**config.mk**
```make
export PLATFORM = sky130hd
export DESIGN_NAME = iter_mdu
export DESIGN_NICKNAME = d
export VERILOG_FILES = /design/src/rtl/iter_mdu.sv
export SDC_FILE = /design/constraint.sdc
export NUM_CORES = 1
export LEC_CHECK = 0
export BUFFER_PORTS_ARGS = -buffer_cell sky130_fd_sc_hd__buf_4
export CAP_MARGIN = 20
export CORE_ASPECT_RATIO = 0.5
export CORE_MARGIN = 10
export CORE_UTILIZATION = 49
export CTS_BUF_LIST = sky130_fd_sc_hd__clkbuf_8
export DETAILED_ROUTE_END_ITERATION = 7
export PLACE_DENSITY_LB_ADDON = 0.05
export SLEW_MARGIN = 10
export SYNTH_ARGS = -nofsm -noshare
export SYNTH_HDL_FRONTEND = slang
export SYNTH_SLANG_ARGS = --single-unit
```
**constraint.sdc**
```tcl
create_clock -name clk -period 6.6 [get_ports clk]
set_input_delay 0 -clock clk [delete_from_list [all_inputs] [get_ports clk]]
set_output_delay 0 -clock clk [all_outputs]
set_load 0.02 [all_outputs]
```
**src/rtl/iter_mdu.sv**
```systemverilog
// Iterative multiply/divide unit with HI/LO result registers.
// Each MUL/DIV retires one bit per cycle, then a FIX cycle applies the sign correction.
module iter_mdu #(
    parameter int WIDTH = 32
) (
    input  logic             clk,
    input  logic             reset,
    input  logic             start,
    input  logic [2:0]       op,
    input  logic [WIDTH-1:0] inA,
    input  logic [WIDTH-1:0] inB,
    output logic             busy,
    output logic             done,
    output logic [WIDTH-1:0] hi,
    output logic [WIDTH-1:0] lo,
    output logic [1:0]       dbg_state
);

    localparam int CW = $clog2(WIDTH);

    localparam logic [1:0] ST_IDLE = 2'd0;
    localparam logic [1:0] ST_MUL  = 2'd1;
    localparam logic [1:0] ST_DIV  = 2'd2;
    localparam logic [1:0] ST_FIX  = 2'd3;

    localparam logic [2:0] OP_MULTU = 3'b000;
    localparam logic [2:0] OP_MULT  = 3'b001;
    localparam logic [2:0] OP_DIVU  = 3'b010;
    localparam logic [2:0] OP_DIV   = 3'b011;
    localparam logic [2:0] OP_MTHI  = 3'b100;
    localparam logic [2:0] OP_MTLO  = 3'b101;

    logic [1:0]         state;
    logic [CW-1:0]      cnt;
    logic [2*WIDTH-1:0] p;
    logic [WIDTH-1:0]   mb;
    logic               neg_lo;
    logic               neg_hi;
    logic               dz;
    logic               is_div;

    logic               a_neg;
    logic               b_neg;
    logic [WIDTH-1:0]   a_mag;
    logic [WIDTH-1:0]   b_mag;
    logic [WIDTH:0]     mul_sum;
    logic [WIDTH:0]     div_sh;
    logic [WIDTH:0]     div_diff;
    logic               div_ge;
    logic [2*WIDTH-1:0] prod_fix;
    logic [WIDTH-1:0]   q_fix;
    logic [WIDTH-1:0]   r_fix;
    logic               last_step;

    assign busy      = (state != ST_IDLE);
    assign dbg_state = state;
    assign last_step = (cnt == CW'(WIDTH - 1));

    always_comb begin
        a_neg = op[0] & inA[WIDTH-1];
        b_neg = op[0] & inB[WIDTH-1];
        a_mag = a_neg ? -inA : inA;
        b_mag = b_neg ? -inB : inB;
    end

    // p holds {partial_hi, multiplier} for MUL and {remainder, quotient} for DIV.
    always_comb begin
        mul_sum  = {1'b0, p[2*WIDTH-1:WIDTH]} + {1'b0, (p[0] ? mb : {WIDTH{1'b0}})};
        div_sh   = {p[2*WIDTH-1:WIDTH], p[WIDTH-1]};
        div_diff = div_sh - {1'b0, mb};
        div_ge   = (div_sh >= {1'b0, mb});
    end

    always_comb begin
        prod_fix = neg_lo ? -p : p;
        q_fix    = dz ? {WIDTH{1'b1}} : (neg_lo ? -p[WIDTH-1:0] : p[WIDTH-1:0]);
        r_fix    = neg_hi ? -p[2*WIDTH-1:WIDTH] : p[2*WIDTH-1:WIDTH];
    end

    always_ff @(posedge clk or negedge reset) begin
        if (!reset) begin
            state  <= ST_IDLE;
            cnt    <= '0;
            p      <= '0;
            mb     <= '0;
            neg_lo <= 1'b0;
            neg_hi <= 1'b0;
            dz     <= 1'b0;
            is_div <= 1'b0;
            done   <= 1'b0;
            hi     <= '0;
            lo     <= '0;
        end else begin
            done <= 1'b0;
            case (state)
                ST_IDLE: begin
                    if (start) begin
                        case (op)
                            OP_MULTU, OP_MULT: begin
                                p      <= {{WIDTH{1'b0}}, b_mag};
                                mb     <= a_mag;
                                neg_lo <= a_neg ^ b_neg;
                                neg_hi <= 1'b0;
                                dz     <= 1'b0;
                                is_div <= 1'b0;
                                cnt    <= '0;
                                state  <= ST_MUL;
                            end
                            OP_DIVU, OP_DIV: begin
                                p      <= {{WIDTH{1'b0}}, a_mag};
                                mb     <= b_mag;
                                neg_lo <= a_neg ^ b_neg;
                                neg_hi <= a_neg;
                                dz     <= (inB == '0);
                                is_div <= 1'b1;
                                cnt    <= '0;
                                state  <= ST_DIV;
                            end
                            OP_MTHI: hi <= inA;
                            OP_MTLO: lo <= inA;
                            default: ;
                        endcase
                    end
                end
                ST_MUL: begin
                    p   <= {mul_sum, p[WIDTH-1:1]};
                    cnt <= cnt + CW'(1);
                    if (last_step) state <= ST_FIX;
                end
                ST_DIV: begin
                    // Restoring step; a zero divisor naturally yields all-ones quotient.
                    if (div_ge) p <= {div_diff[WIDTH-1:0], p[WIDTH-2:0], 1'b1};
                    else        p <= {div_sh[WIDTH-1:0], p[WIDTH-2:0], 1'b0};
                    cnt <= cnt + CW'(1);
                    if (last_step) state <= ST_FIX;
                end
                default: begin
                    if (is_div) begin
                        lo <= q_fix;
                        hi <= r_fix;
                    end else begin
                        {hi, lo} <= prod_fix;
                    end
                    done  <= 1'b1;
                    state <= ST_IDLE;
                end
            endcase
        end
    end

endmodule

```
# --- Word level (Yosys, flattened, before mapping) ---
# Index checks and enable logic that the tools add are counted.
# Widths: inputs -> output; s select.
totals:
  reg_bits: 172
  input_bits: 70
  output_inout_bits: 68
  elab_cells: 88
op_classes:
  add_sub_neg: 8
  n_lt_le_gt_ge: 1
  n_eq_ne: 14
  n_mux: 31
  bitwise_logic: 4
  reduce_logical: 19
op_table:
  columns: ["op", "n"]
  rows:
  - ["$mux 32", 12]
  - ["$mux 64", 3]
  - ["$pmux 32 s2", 3]
  - ["$pmux 64 s3", 1]
  - ["$neg 32->32", 4]
  - ["$pmux 64 s2", 1]
  - ["$neg 64->64", 1]
  - ["$add 32x32->33", 1]
  - ["$ge 33x32->1", 1]
  - ["$logic_not 32->1", 1]
  - ["$sub 32x32->32", 1]
  - ["$reduce_and 3->1", 7]
  - ["$mux 5", 2]
  - ["$pmux 5 s2", 1]
  - ["$pmux 2 s2", 2]
  - ["$eq 3x2->1 const B", 2]
  - ["$eq 3x3->1 const B", 2]
  - ["$ne 2x1->1 const B", 3]
  - ["$pmux 1 s2", 3]
  - ["$reduce_bool 2->1", 3]
  - ["$reduce_or 2->1", 3]
  - ["$add 5x1->5 const B", 1]
  - ["$eq 5x5->1 const B", 1]
  - ["$mux 2", 2]
  - ["other kinds (14)", 16]

# --- Logic depth before layout (Yosys ltp) ---
depth:
  word_depth: 5
  depth_mapped: 16
  depth_no_buf: 14

# --- Least setup slack after synthesis ---
# No wires, ideal clock.
synth_path:
  path_type: "register to register"
  from: "reg p[0]"
  to: "reg p[61]"
  setup_time_ns: 0.126
  arrival_ns: 3.255
  required_time_ns: 6.474
  setup_slack_ns: 3.219
  stages_incl_launch_ff: 15
  path_buffers: 2
  synth_period_minus_slack_ns: 3.381
  path_cell_list: "dfrtp_1 > clkbuf_1 > inv_1 > clkbuf_1 > nor2_1 > ha_1 > nor2b_1 > o31ai_1 > a21oi_1 > o22ai_1 > o22ai_1 > a311o_1 > a31oi_1 > xnor2_1 > a221o_1"
synth_via:
  elab_chain_len: 3
synth_rtl:
  columns: ["item", "line_no", "text"]
  rows:
  - ["start: declaration", "35", "logic [2*WIDTH-1:0] p;"]
  - ["start signal: assignment", "100", "p <= {{WIDTH{1'b0}}, b_mag};"]
  - ["start signal: assignment", "110", "p <= {{WIDTH{1'b0}}, a_mag};"]
  - ["start signal: assignment", "126", "p <= {mul_sum, p[WIDTH-1:1]};"]
  - ["$mux 32", "68", "mul_sum = {1'b0, p[2*WIDTH-1:WIDTH]} + {1'b0, (p[0] ? mb : {WIDTH{1'b0}})};"]
  - ["$add 32x32->33", "68", null]
  - ["$pmux 64 s3", "95", "case (state)"]
# No other way between the ends.
# A chain may end at the register's enable or synchronous reset.

# --- Worst setup path in the final report ---
layout_path:
  from: "reg p[0]"
  to: "reg p[59]"
# The elaborated chain is that of the path after synthesis.

==> results.md <==
* Overall global routing resource usage at 30.5%
* Critical Path Start Type: flip-flop
* Max_cap viols at 0
* Largest net degree at the start of global routing at 80
* Minimum clock period at 4.43 ns
* Clock Skews at 0.0217 ns
* Port Buffers at 137
* Layout cells sized above 1 at 11.3%
* Relative slew slack at 24.7%
* Reg2reg end: p[59]
* Worst path max stage delay at 0.59 ns
* Final setup fails at 0
* Clk Latency, worst-skew pair at 0.52 ns
* Worst r2r path cells at 14
* Critical R2R Launch: p[0]
* Mapped Area at 14700 µm²
* Flop pwr share at 22.2%
* Placed cells at 2297
* F_max at 0.226 GHz
* Worst Path Required at 7.02 ns
* Sw power at 5.62 mW
* Sw Share at 55.7%
* Most frequent cell after synthesis: nand2_1
* Synth cell count leaders: nand2_1, o21ai_0, dfrtp_1
* Final cell count without fillers at 2402
* Tcrit/Tclk final at 67.1%
* Hold Path Cell Cnt at 4
* CP max-delay cell: dfrtp_1
* Post-DP HPWL at 43800 µm
* Area grow syn2layout at 16.1%
* Leakage at 7.62 nW
* Ys async rst share at 100%
* Top-Level Pins at 138
* Row count at 44
* Synth top area cells: dfrtp_1, xnor2_1, ha_1
* Routed wl met3 at 8130 µm
* CP arrival at 4.85 ns
* Final #Nets at 2144
* DRC viols at 0
* Post-CTS setup repair buffer count at 0
* Gpl congestion at 1.06
* Die height at 142 µm
* Fillers at 2702
* DRT Pass-1 Iters at 6
* Met2 WL at 24300 µm
* Worst ir drop on vdd at 0.333 mV
* Crit path max fanout at 31
* Core area at 29200 µm²
* Bufs and invs on worst path at 2
* Ant. Diodes at 0
* Post-synthesis sequential area ratio at 29.4%
* H-tree levels at 4
* Syn avg cell area at 7.85 µm²
* YS warnings at 0
* Global-route wire length before repair at 88700 µm
* Num CTS Buffers at 17
* Fin Setup TNS at 0 ns
* Pins Over Slew Limit at 0
* Setup CP Type: reg -> reg
* Chip width at 265 µm
* Largest area contributor in the netlist: dfrtp_1
* Starting density of the core at 50.1%
* Worst slew pin tran at 1.13 ns
* Crit path max-delay family: compound AO/OA/AOI/OAI gates
* Combinational fraction of design power at 70.0%
* Reg clk slew, reported paths at 0.10 ns
* Flop2flop setup slack at 2.17 ns
* Drt total wl at 58900 µm
* Hold crit path type: in -> reg
* RSZ-0062 raised after global routing: false
* Worst-case clock buffer depth at 2
* CTS tree: yes
* Initial DRC count at 1809
* Routed Antenna Nets at 0
* Internal at 4.48 mW
* Die area at 37600 µm²
* Seq cells post-synth at 172
* Via density at 6.44
* Vias in the first global route at 14200
* Clock power share at 7.8%
* Root buf cell: clkbuf_8
* Crit end category: flip-flop
* Syn Nets at 2014
* Placed inst area at 15900 µm²
* Ys flop type: dfrtp_1
* Cell variety after synth at 80
* Post-synthesis cell count at 1868
* WL per Instance at 24.5 µm
* # clock sinks at 172
* Design area at 17000 µm²
* Worst Hold Path EP: mb[6]
* Share of the synthesized area in the top cell type at 29.4%
* Post-synth EDFFs at 0
* Max Used Layer: met5
* Final Hold Viols at 0
* GRT Residual Overflow at 0
* Wl on met1 at 25600 µm
* Status: finished, final reports clean
* HP Start: inB[6]
* Antenna violations before repair at 2
* Detailed-route via count at 15500
* Worst path cell trace: inv_1 > buf_4 > nor2_1 > ha_1 > nor2b_1 > o31ai_1 > a21oi_1 > o22ai_1 > o22ai_1 > a311oi_1 > o31ai_1 > a21o_1 > xnor2_1 > o211ai_1
* Power density cells at 594 nW/µm²
-- power groups by stage --
stage,Sequential (mW),Clock (mW),Combinational (mW)
finish,2.24,0.784,7.08
global route,2.30,0.836,7.68
CTS,2.20,0.792,6.93
detailed placement,2.22,0,6.84
global placement,2.19,0,6.71
floorplan,2.17,0,4.72
-- tightest hold or removal path: stages --
cell	delay, ns
buf_4	0.10
xnor2_1	0.24
a22oi_1	0.09
o21ai_0	0.08
-- repair_timing --
| action | CTS | global route |
|---|---|---|
| gates resized for setup | 0 | 0 |
| endpoints found under the hold margin | 167 | 0 |
| hold buffers | 73 | 0 |
-- placed cells by master (no fill, tap or decap), drive strengths merged, types with 29 or more instances in the layout --
| master | instances |
|---|---|
| a21oi | 152 |
| a221oi | 32 |
| a22oi | 29 |
| buf | 158 |
| dfrtp | 172 |
| dlygate4sd3 | 73 |
| ha | 74 |
| inv | 69 |
| mux2i | 32 |
| nand2 | 231 |
| nor2 | 169 |
| nor3 | 35 |
| o21ai | 183 |
| o22ai | 30 |
| o31ai | 52 |
| xnor2 | 107 |
| xor2 | 68 |
-- stage by stage --
stage          util, %  setup WS, ns  hold slack [ns]  total power, mW
2_1_floorplan        -          3.22           -0.296             6.88
3_3_place_gp      54.3          2.36           0.0934             8.90
3_5_place_dp      54.3          2.34            0.106             9.06
4_1_cts           58.2          2.31          0.00218             9.92
5_1_grt           58.2          2.04           0.0282             10.8
6_report          58.2          2.17           0.0465             10.1
-- cell type report --
type                       count  area, µm²  share of cell area [%]
tap                          391        489                    2.88
clock inverter                14        149                   0.875
inverter                      64        240                    1.41
multi-input combinational   1512       9660                    56.8
sequential                   172       4300                    25.3
clock buffer                  18        248                    1.46
timing repair buffer         231       1920                    11.3
-- sequential cells by signal (all words and copies together), names as in the netlist --
| signal | flops |
|---|---|
| dz | 1 |
| done | 1 |
| cnt | 5 |
| neg_lo | 1 |
| hi | 32 |
| neg_hi | 1 |
| mb | 32 |
| is_div | 1 |
| p | 64 |
| lo | 32 |
| dbg_state | 2 |
-- per-layer routing --
layer | up-vias | global-route usage [%]
met5 | - | 0
met4 | 2 | 6.17
met3 | 66 | 11.2
met2 | 933 | 43.9
met1 | 7449 | 42.9
li1 | 7015 | -
-- worst max path at each step --
stage	start	endpoint	slack, ns	cells after the start
CTS	p[0]	p[61]	2.31	13
global placement	p[0]	p[61]	2.36	13
floorplan	p[0]	p[61]	3.22	14
detailed placement	p[0]	p[61]	2.34	13
global route	p[37]	p[40]	2.04	12
finish	p[0]	p[59]	2.17	14
-- cell families (layout without fill, tap and decap cells) --
| family | Yosys count | count (layout) | share of synthesized area (%) |
|---|---|---|---|
| AO/OA/AOI/OAI | 623 | 623 | 27.0 |
| XOR/XNOR | 175 | 175 | 10.5 |
| adder cells (fa/ha/maj) | 76 | 76 | 6.59 |
| buffers and inverters | 184 | 327 | 4.87 |
| flip-flops | 172 | 172 | 29.4 |
| multiplexers | 42 | 42 | 2.95 |
| AND/OR/NAND/NOR | 596 | 596 | 18.8 |
(Power assumes the default switching activity.)
